<file path="config.mk">
export PLATFORM = sky130hd
export DESIGN_NAME = contador_param
export DESIGN_NICKNAME = d
export VERILOG_FILES = /design/src/rtl/contador_param.sv
export SDC_FILE = /design/constraint.sdc
export NUM_CORES = 1
export LEC_CHECK = 0
export CAP_MARGIN = 10
export CORE_ASPECT_RATIO = 1.1
export CORE_MARGIN = 2
export CORE_UTILIZATION = 49
export DETAILED_ROUTE_END_ITERATION = 7
export GPL_TIMING_DRIVEN = 0
export HOLD_SLACK_MARGIN = 0.05
export PLACE_DENSITY = 0.89
export SLEW_MARGIN = 10
export SYNTH_ARGS = -nofsm -noshare
export SYNTH_HDL_FRONTEND = slang
export SYNTH_SLANG_ARGS = --single-unit
</file>
<file path="constraint.sdc">
create_clock -name clk -period 1.9 [get_ports clk]
set_input_delay 0.38 -clock clk [delete_from_list [all_inputs] [get_ports clk]]
set_output_delay 0.38 -clock clk [all_outputs]
set_load 0.01 [all_outputs]
</file>
<file path="src/rtl/contador_param.sv">
`default_nettype none
// ============================================================================
//  Module      : contador_param
//  Description : Parameterised multi-mode counter. Supports up/down counting
//                by 1 or by STEP with modulo wrap and ripple-carry pulse,
//                saturating up/down counting with a saturation flag, and a
//                range-checked parallel load. Every output is registered.
//  Revision    : 1.0  initial release
// ============================================================================
module contador_param #(
    parameter int              WIDTH  = 4,
    parameter longint unsigned MODULO = 64'd1 << WIDTH,
    parameter int              STEP   = 3
) (
    input  logic             clk,
    input  logic             reset_L,
    input  logic             enable,
    input  logic [2:0]       modo,
    input  logic [WIDTH-1:0] D,
    output logic [WIDTH-1:0] Q,
    output logic             rco,
    output logic             sat,
    output logic             load_err
);

    // ------------------------------------------------------------------------
    // Operating modes
    // ------------------------------------------------------------------------
    localparam logic [2:0] c_MODE_UP1     = 3'b000;
    localparam logic [2:0] c_MODE_DN1     = 3'b001;
    localparam logic [2:0] c_MODE_DNSTEP  = 3'b010;
    localparam logic [2:0] c_MODE_LOAD    = 3'b011;
    localparam logic [2:0] c_MODE_UPSTEP  = 3'b100;
    localparam logic [2:0] c_MODE_SATUP   = 3'b101;
    localparam logic [2:0] c_MODE_SATDN   = 3'b110;
    localparam logic [2:0] c_MODE_HOLD    = 3'b111;

    // All wrap arithmetic is carried one bit wider than the count so that
    // MODULO = 2**WIDTH and sums up to 2*MODULO-2 are representable.
    localparam logic [WIDTH:0] c_MOD     = (WIDTH+1)'(MODULO);
    localparam logic [WIDTH:0] c_MOD_M1  = (WIDTH+1)'(MODULO - 64'd1);
    localparam logic [WIDTH:0] c_ONE     = (WIDTH+1)'(1);
    localparam logic [WIDTH:0] c_STEP    = (WIDTH+1)'(STEP);
    localparam logic [WIDTH:0] c_ZERO    = '0;

    // ------------------------------------------------------------------------
    // State registers
    // ------------------------------------------------------------------------
    logic [WIDTH-1:0] q_q,   q_d;
    logic             rco_q, rco_d;
    logic             sat_q, sat_d;
    logic             err_q, err_d;

    // ------------------------------------------------------------------------
    // Wrap helpers. Result MSB is the wrap (ripple-carry) indication, the
    // lower WIDTH bits are the next count value.
    // ------------------------------------------------------------------------
    function automatic logic [WIDTH:0] f_wrap_up(input logic [WIDTH:0] cur,
                                                 input logic [WIDTH:0] k);
        logic [WIDTH:0] sum;
        sum = cur + k;
        if (sum >= c_MOD) begin
            f_wrap_up = {1'b1, WIDTH'(sum - c_MOD)};
        end else begin
            f_wrap_up = {1'b0, WIDTH'(sum)};
        end
    endfunction

    function automatic logic [WIDTH:0] f_wrap_down(input logic [WIDTH:0] cur,
                                                   input logic [WIDTH:0] k);
        if (cur < k) begin
            // cur + (MODULO - k) stays below MODULO, no overflow in WIDTH+1.
            f_wrap_down = {1'b1, WIDTH'(cur + (c_MOD - k))};
        end else begin
            f_wrap_down = {1'b0, WIDTH'(cur - k)};
        end
    endfunction

    // ------------------------------------------------------------------------
    // Combinational arithmetic for every mode
    // ------------------------------------------------------------------------
    logic [WIDTH:0] w_q_ext;
    logic [WIDTH:0] w_d_ext;
    logic [WIDTH:0] w_up1;
    logic [WIDTH:0] w_dn1;
    logic [WIDTH:0] w_upstep;
    logic [WIDTH:0] w_dnstep;
    logic           w_q_oor;
    logic           w_d_oor;
    logic           w_counting;
    logic           w_at_top;
    logic           w_at_bottom;

    assign w_q_ext     = {1'b0, q_q};
    assign w_d_ext     = {1'b0, D};
    assign w_up1       = f_wrap_up(w_q_ext, c_ONE);
    assign w_dn1       = f_wrap_down(w_q_ext, c_ONE);
    assign w_upstep    = f_wrap_up(w_q_ext, c_STEP);
    assign w_dnstep    = f_wrap_down(w_q_ext, c_STEP);
    assign w_q_oor     = (w_q_ext >= c_MOD);
    assign w_d_oor     = (w_d_ext >= c_MOD);
    assign w_at_top    = (w_q_ext >= c_MOD_M1);
    assign w_at_bottom = (w_q_ext == c_ZERO);
    assign w_counting  = (modo != c_MODE_LOAD) && (modo != c_MODE_HOLD);

    // Next-state selection: hold with flags cleared unless enabled.
    always_comb begin
        q_d   = q_q;
        rco_d = 1'b0;
        sat_d = 1'b0;
        err_d = 1'b0;
        if (enable) begin
            if (w_counting && w_q_oor) begin
                // Recovery from an illegal count value: restart at zero.
                q_d   = '0;
                rco_d = 1'b1;
            end else begin
                case (modo)
                    c_MODE_UP1: begin
                        q_d   = WIDTH'(w_up1);
                        rco_d = w_up1[WIDTH];
                    end
                    c_MODE_DN1: begin
                        q_d   = WIDTH'(w_dn1);
                        rco_d = w_dn1[WIDTH];
                    end
                    c_MODE_DNSTEP: begin
                        q_d   = WIDTH'(w_dnstep);
                        rco_d = w_dnstep[WIDTH];
                    end
                    c_MODE_LOAD: begin
                        if (w_d_oor) begin
                            q_d   = WIDTH'(c_MOD_M1);
                            err_d = 1'b1;
                        end else begin
                            q_d   = D;
                        end
                    end
                    c_MODE_UPSTEP: begin
                        q_d   = WIDTH'(w_upstep);
                        rco_d = w_upstep[WIDTH];
                    end
                    c_MODE_SATUP: begin
                        // Next value equals the top bound exactly when the
                        // current value is already at or one below it.
                        sat_d = (w_q_ext >= (c_MOD_M1 - c_ONE));
                        if (w_at_top) begin
                            q_d = WIDTH'(c_MOD_M1);
                        end else begin
                            q_d = q_q + WIDTH'(1);
                        end
                    end
                    c_MODE_SATDN: begin
                        sat_d = (w_q_ext <= c_ONE);
                        if (w_at_bottom) begin
                            q_d = '0;
                        end else begin
                            q_d = q_q - WIDTH'(1);
                        end
                    end
                    c_MODE_HOLD: begin
                        q_d = q_q;
                    end
                    default: begin
                        q_d = q_q;
                    end
                endcase
            end
        end
    end

    // State update with asynchronous active-low clear.
    always_ff @(posedge clk or negedge reset_L) begin
        if (!reset_L) begin
            q_q   <= '0;
            rco_q <= 1'b0;
            sat_q <= 1'b0;
            err_q <= 1'b0;
        end else begin
            q_q   <= q_d;
            rco_q <= rco_d;
            sat_q <= sat_d;
            err_q <= err_d;
        end
    end

    assign Q        = q_q;
    assign rco      = rco_q;
    assign sat      = sat_q;
    assign load_err = err_q;

endmodule
`default_nettype wire

</file>
-- Yosys cells after proc, flatten, opt, wreduce, memory -nomap -nowiden
Cells that the tools add are included.
- register bits after elaboration: 7
- bits in latches: 0
- RAM bits: 0
- memory bits (read-only): 0
- input bits: 10
- output and inout bits: 7
- memories: 0
- $add $sub $neg: 10
- multipliers: 0
- divide/modulo/power cells: 0
- order comparisons: 9
- equality and inequality tests: 10
- shift operators: 0
- multiplexer cells: 19
- bitwise operators: 0
- reductions and logical operators: 5
- operators with widths (kind ; count):
    $pmux W4 S7 ; 1
    $mux W5 ; 4
    $mux W4 ; 4
    $sub A4 B1 Y4 const B ; 4
    $eq A3 B3 Y1 const B ; 4
    $ge A4 B5 Y1 const B ; 2
    $ge A5 B5 Y1 const B ; 2
    $add A4 B4 Y4 const B ; 2
    $ge A4 B4 Y1 const B ; 2
    $mux W1 ; 8
    $eq A3 B2 Y1 const B ; 2
    $add A4 B1 Y5 const B ; 1
    $add A4 B2 Y5 const B ; 1
    $logic_not A5 Y1 ; 1
    $add A4 B1 Y4 const B ; 1
    $le A4 B1 Y1 const B ; 1
    $lt A4 B1 Y1 const B ; 1
    $lt A4 B2 Y1 const B ; 1
    $pmux W1 S4 ; 1
    $sub A4 B2 Y4 const B ; 1
    $eq A3 B1 Y1 const B ; 1
    $logic_not A3 Y1 ; 1
    $ne A3 B2 Y1 const B ; 1
    $ne A3 B3 Y1 const B ; 1
    other kinds (4) ; 5

-- Longest topological paths before layout
- depth after elaboration: 6
- gate-level depth with buffers: 7
- mapped depth without buffers: 7

-- Worst setup path before layout
Ideal clock, no wire load.
- path kind: reg2reg
- start point: reg q_q[0] (netlist: Q[0])
- end point: reg q_q[2] (netlist: Q[2])
- library setup time: 0.125 ns
- arrival: 1.558 ns
- data required time: 1.775 ns
- setup slack: 0.217 ns
- cell stages (with the launch flop): 8
- path buffers: 0
- clock period less this slack: 1.683 ns
- path through: dfrtp_1 -> inv_1 -> ha_1 -> nor3b_2 -> o22a_1 -> nor3b_1 -> nor4_1 -> o21ai_1
- word-level cells in the longest chain between the ends: 5
- ends and longest elaborated chain (what ; line ; RTL):
    from (decl) ; 49 ; logic [WIDTH-1:0] q_q, q_d;
    from (signal assigned) ; 180 ; q_q <= q_d;
    $add A4 B2 Y5 / $add A4 B1 Y5 (equally long branches) ; 61 ; sum = cur + k;
    $sub A4 B1 Y4 / $ge A5 B5 Y1 (equally long branches) ; 63, 62 ;
    $mux W5 ; 62 ; if (sum >= c_MOD) begin
    $pmux W4 S7 ; 118 ; case (modo)
    $mux W4 ; 113 ; if (w_counting && w_q_oor) begin
Several ways; a longest one is shown, not always the timed one.
A chain may end at the register's enable or synchronous reset.

-- Worst setup path after layout
- start point: reg q_q[0] (netlist: Q[0])
- end point: reg q_q[3] (netlist: Q[3])
Same word-level chain as after synthesis.

==> results_dict.tcl <==
set metrics [dict create \
    run_status "completed" \
    final-max-slew-violation-count 0 \
    nFillCells 128 \
    synth_edf_count 0 \
    pre_cts_slack_ns -0.208 \
    crit_cells 8 \
    overflow 0 \
    utilization 0.694 \
    seq_area_frac_synth 0.199 \
    ant_nets 0 \
    cp_top_family "compound AO/OA/AOI/OAI gates" \
    p_comb_frac 0.586 \
    cp.arrival_ns 2.00 \
    wl_mm 2.22 \
    vias_per_cell 6.44 \
    rsz0062_at_grt "yes" \
    initial_utilization 0.537 \
    syn_area_per_cell_um2 7.61 \
    antenna_found_initial 0 \
    dpl_cell_area_um2 913 \
    dp_hpwl_mm 1.58 \
    postSynthNetCount 112 \
    synth_cells 99 \
    reg2reg_depth 8 \
    drive_gt1_frac 0.162 \
    max_cap_viol_count 0 \
    power.density_nw_per_um2 834 \
    cp.required_ns 2.04 \
    leakagePower_nw 0.382 \
    grt_use_total 0.286 \
    h-tree-depth 1 \
    synth-seq-cells 6 \
    critPathLaunchType "register" \
    antenna_cells 0 \
    io_pins 17 \
    internal_power_uw 461 \
    synth_ff_type "dfrtp_1" \
    fin_nets 132 \
    cp-end-kind "register" \
    criticalPathCategory "reg -> reg" \
    cts_num_sinks 6 \
    ys_async_sr_fraction 1.00 \
    place_congestion 0.919 \
    path_max_fanout 8 \
    power.share.clock 0.158 \
    hold_ws_ns 0.366 \
    hp-class "in -> async" \
    max_stage_delay_ns 0.47 \
    firstDrtPassIters 4 \
    cts_root_buffer "clkbuf_4" \
    seq_power_share 0.255 \
    min_period_over_period 0.978 \
    final.setup_skew_ns 0.0130 \
    drt_iter0_markers 55 \
    finalPower_uw 811 \
    setup_viol 0 \
    io_buffers 14 \
    vias 857 \
    rows 14 \
    grt_pass1_vias 810 \
    cts_tree "done" \
    syn_to_final_growth_pct 29.1 \
    path_clk_slew_ns 0.06 \
    route.detailed.drc 0 \
    cpMaxStageDelayCell "dfrtp_2" \
    wl_per_cell_um 16.7 \
    die_area_um2 1870 \
    finalWorstSetupSlack_ns 0.0422 \
    yosysUniqueCellTypes 37 \
    fmax_mhz 538 \
    peakVddDrop_mv 0.620 \
    coreArea_um2 1400 \
    synth.cell_area_um2 753 \
    fin_area_um2 972 \
    path_buf_inv 2 \
    die_w_um 41.4 \
    grt_pass1_wl_mm 3.63 \
    clock_path_buffers 2 \
    switching_share 0.432 \
    fin_crit_ns 1.86 \
    p_sw_uw 350 \
    cp_cell_sequence "inv_2 > ha_4 > nor3b_4 > o22a_1 > buf_4 > o21ai_0 > a32oi_1 > o21ai_1" \
    grt_max_degree 11 \
    die_y_um 45.1 \
    worstSkewPairLatency_ns 0.26 \
    cts_buffers 3 \
    finalHoldViolCount 0 \
    ys_warn_count 0 \
]
-- logic make-up after synthesis --
| family | share of synthesized area |
|---|---|
| other | 0.00498 |
| DFF | 0.199 |
| buffers and inverters | 0.0797 |
| adders and majority gates | 0.0498 |
| xor gates and xnor gates | 0.0449 |
| and+or+nand+nor | 0.365 |
| AOI/OAI and AO/OA | 0.256 |
-- per-stage QoR --
stage                     std cells  TNS [ns]
after global placement          129    -0.265
after CTS                       133         0
after floorplan                  99         0
final                           133         0
after global routing            133   -0.0304
after detailed placement        129    -0.524
-- synth_stat cells (all sizes together), types with 3 or more instances --
library cell	number	area, um2
nand3b	3	22.5
ha	3	37.5
and2	4	25.0
dfrtp	6	150
nand2b	4	25.0
a21oi	8	40.0
buf	7	52.5
nand2	10	37.5
nor4	3	18.8
o21ai	11	55.1
nor2b	6	37.5
nor2	7	26.3
-- sequential cells by signal, indices dropped and copies added (netlist names) --
name and count:
Q 4, rco 1, sat 1
-- path summary, 6_finish.rpt --
check,startpoint,end,slack (ns)
worst min register to register,Q[1]$_DFFE_PN0P_,Q[1]$_DFFE_PN0P_,0.67
min in group clk,Q[1]$_DFFE_PN0P_,Q[1]$_DFFE_PN0P_,0.67
worst max register to register,Q[0]$_DFFE_PN0P_,Q[3]$_DFFE_PN0P_,0.04
max in group asynchronous,reset_L,Q[1]$_DFFE_PN0P_,1.28
worst max-delay path,Q[0]$_DFFE_PN0P_,Q[3]$_DFFE_PN0P_,0.04
worst min-delay path,reset_L,Q[3]$_DFFE_PN0P_,0.37
-- repair_timing --
| item | CTS | global route |
|---|---|---|
| setup buffers | 1 | 0 |
| gates resized for setup | 4 | 6 |
| pin swaps | 2 | 2 |
| setup endpoints to repair | 3 | 4 |
| hold buffers | 0 | 0 |
-- layer usage --
layer  vias to the layer above  part of all wire  global-route usage
li1                        398                 -                   -
met5                         -                 0                   0
met1                       399              0.41               0.383
met3                        10             0.065              0.0591
met2                        50              0.50               0.425
met4                         0             0.027               0.142
-- cells in the final DEF (no fill, tap or decap), types with 2 or more instances in the layout --
master           synthesis  final
a21oi_1                  8      8
a32oi_1                  2      2
and2_1                   4      4
buf_2                    3      2
buf_4                    2      3
buf_6                    2      2
clkbuf_4                 0      4
clkdlybuf4s50_1          0     13
dfrtp_1                  6      4
dfrtp_2                  0      2
inv_2                    0      2
nand2_1                 10     10
nand2b_1                 4      4
nand3b_1                 3      3
nor2_1                   7      7
nor2b_1                  6      6
nor4_1                   3      3
nor4bb_1                 2      2
o21ai_0                  8      8
o21ai_1                  3      3
o22ai_1                  2      2
xnor2_1                  2      2
-- layout make-up --
| cell class | instances | area [um2] | area share |
|---|---|---|---|
| multi-input combinational | 84 | 564 | 0.580 |
| inverter | 2 | 7.51 | 0.00772 |
| buffer | 7 | 55.1 | 0.0566 |
| timing repair buffer | 15 | 150 | 0.154 |
| sequential | 6 | 153 | 0.157 |
| clock buffer | 3 | 22.5 | 0.0232 |
| tap | 16 | 20.0 | 0.0206 |
-- power by group through the flow --
stage	combinational [mW]	sequential, mW	clock [mW]
floorplan	0.285	0.202	0
global placement	0.422	0.200	0
detailed placement	0.435	0.202	0
CTS	0.461	0.203	0.128
global route	0.524	0.212	0.142
finish	0.476	0.207	0.129
(Power assumes the default switching activity.)
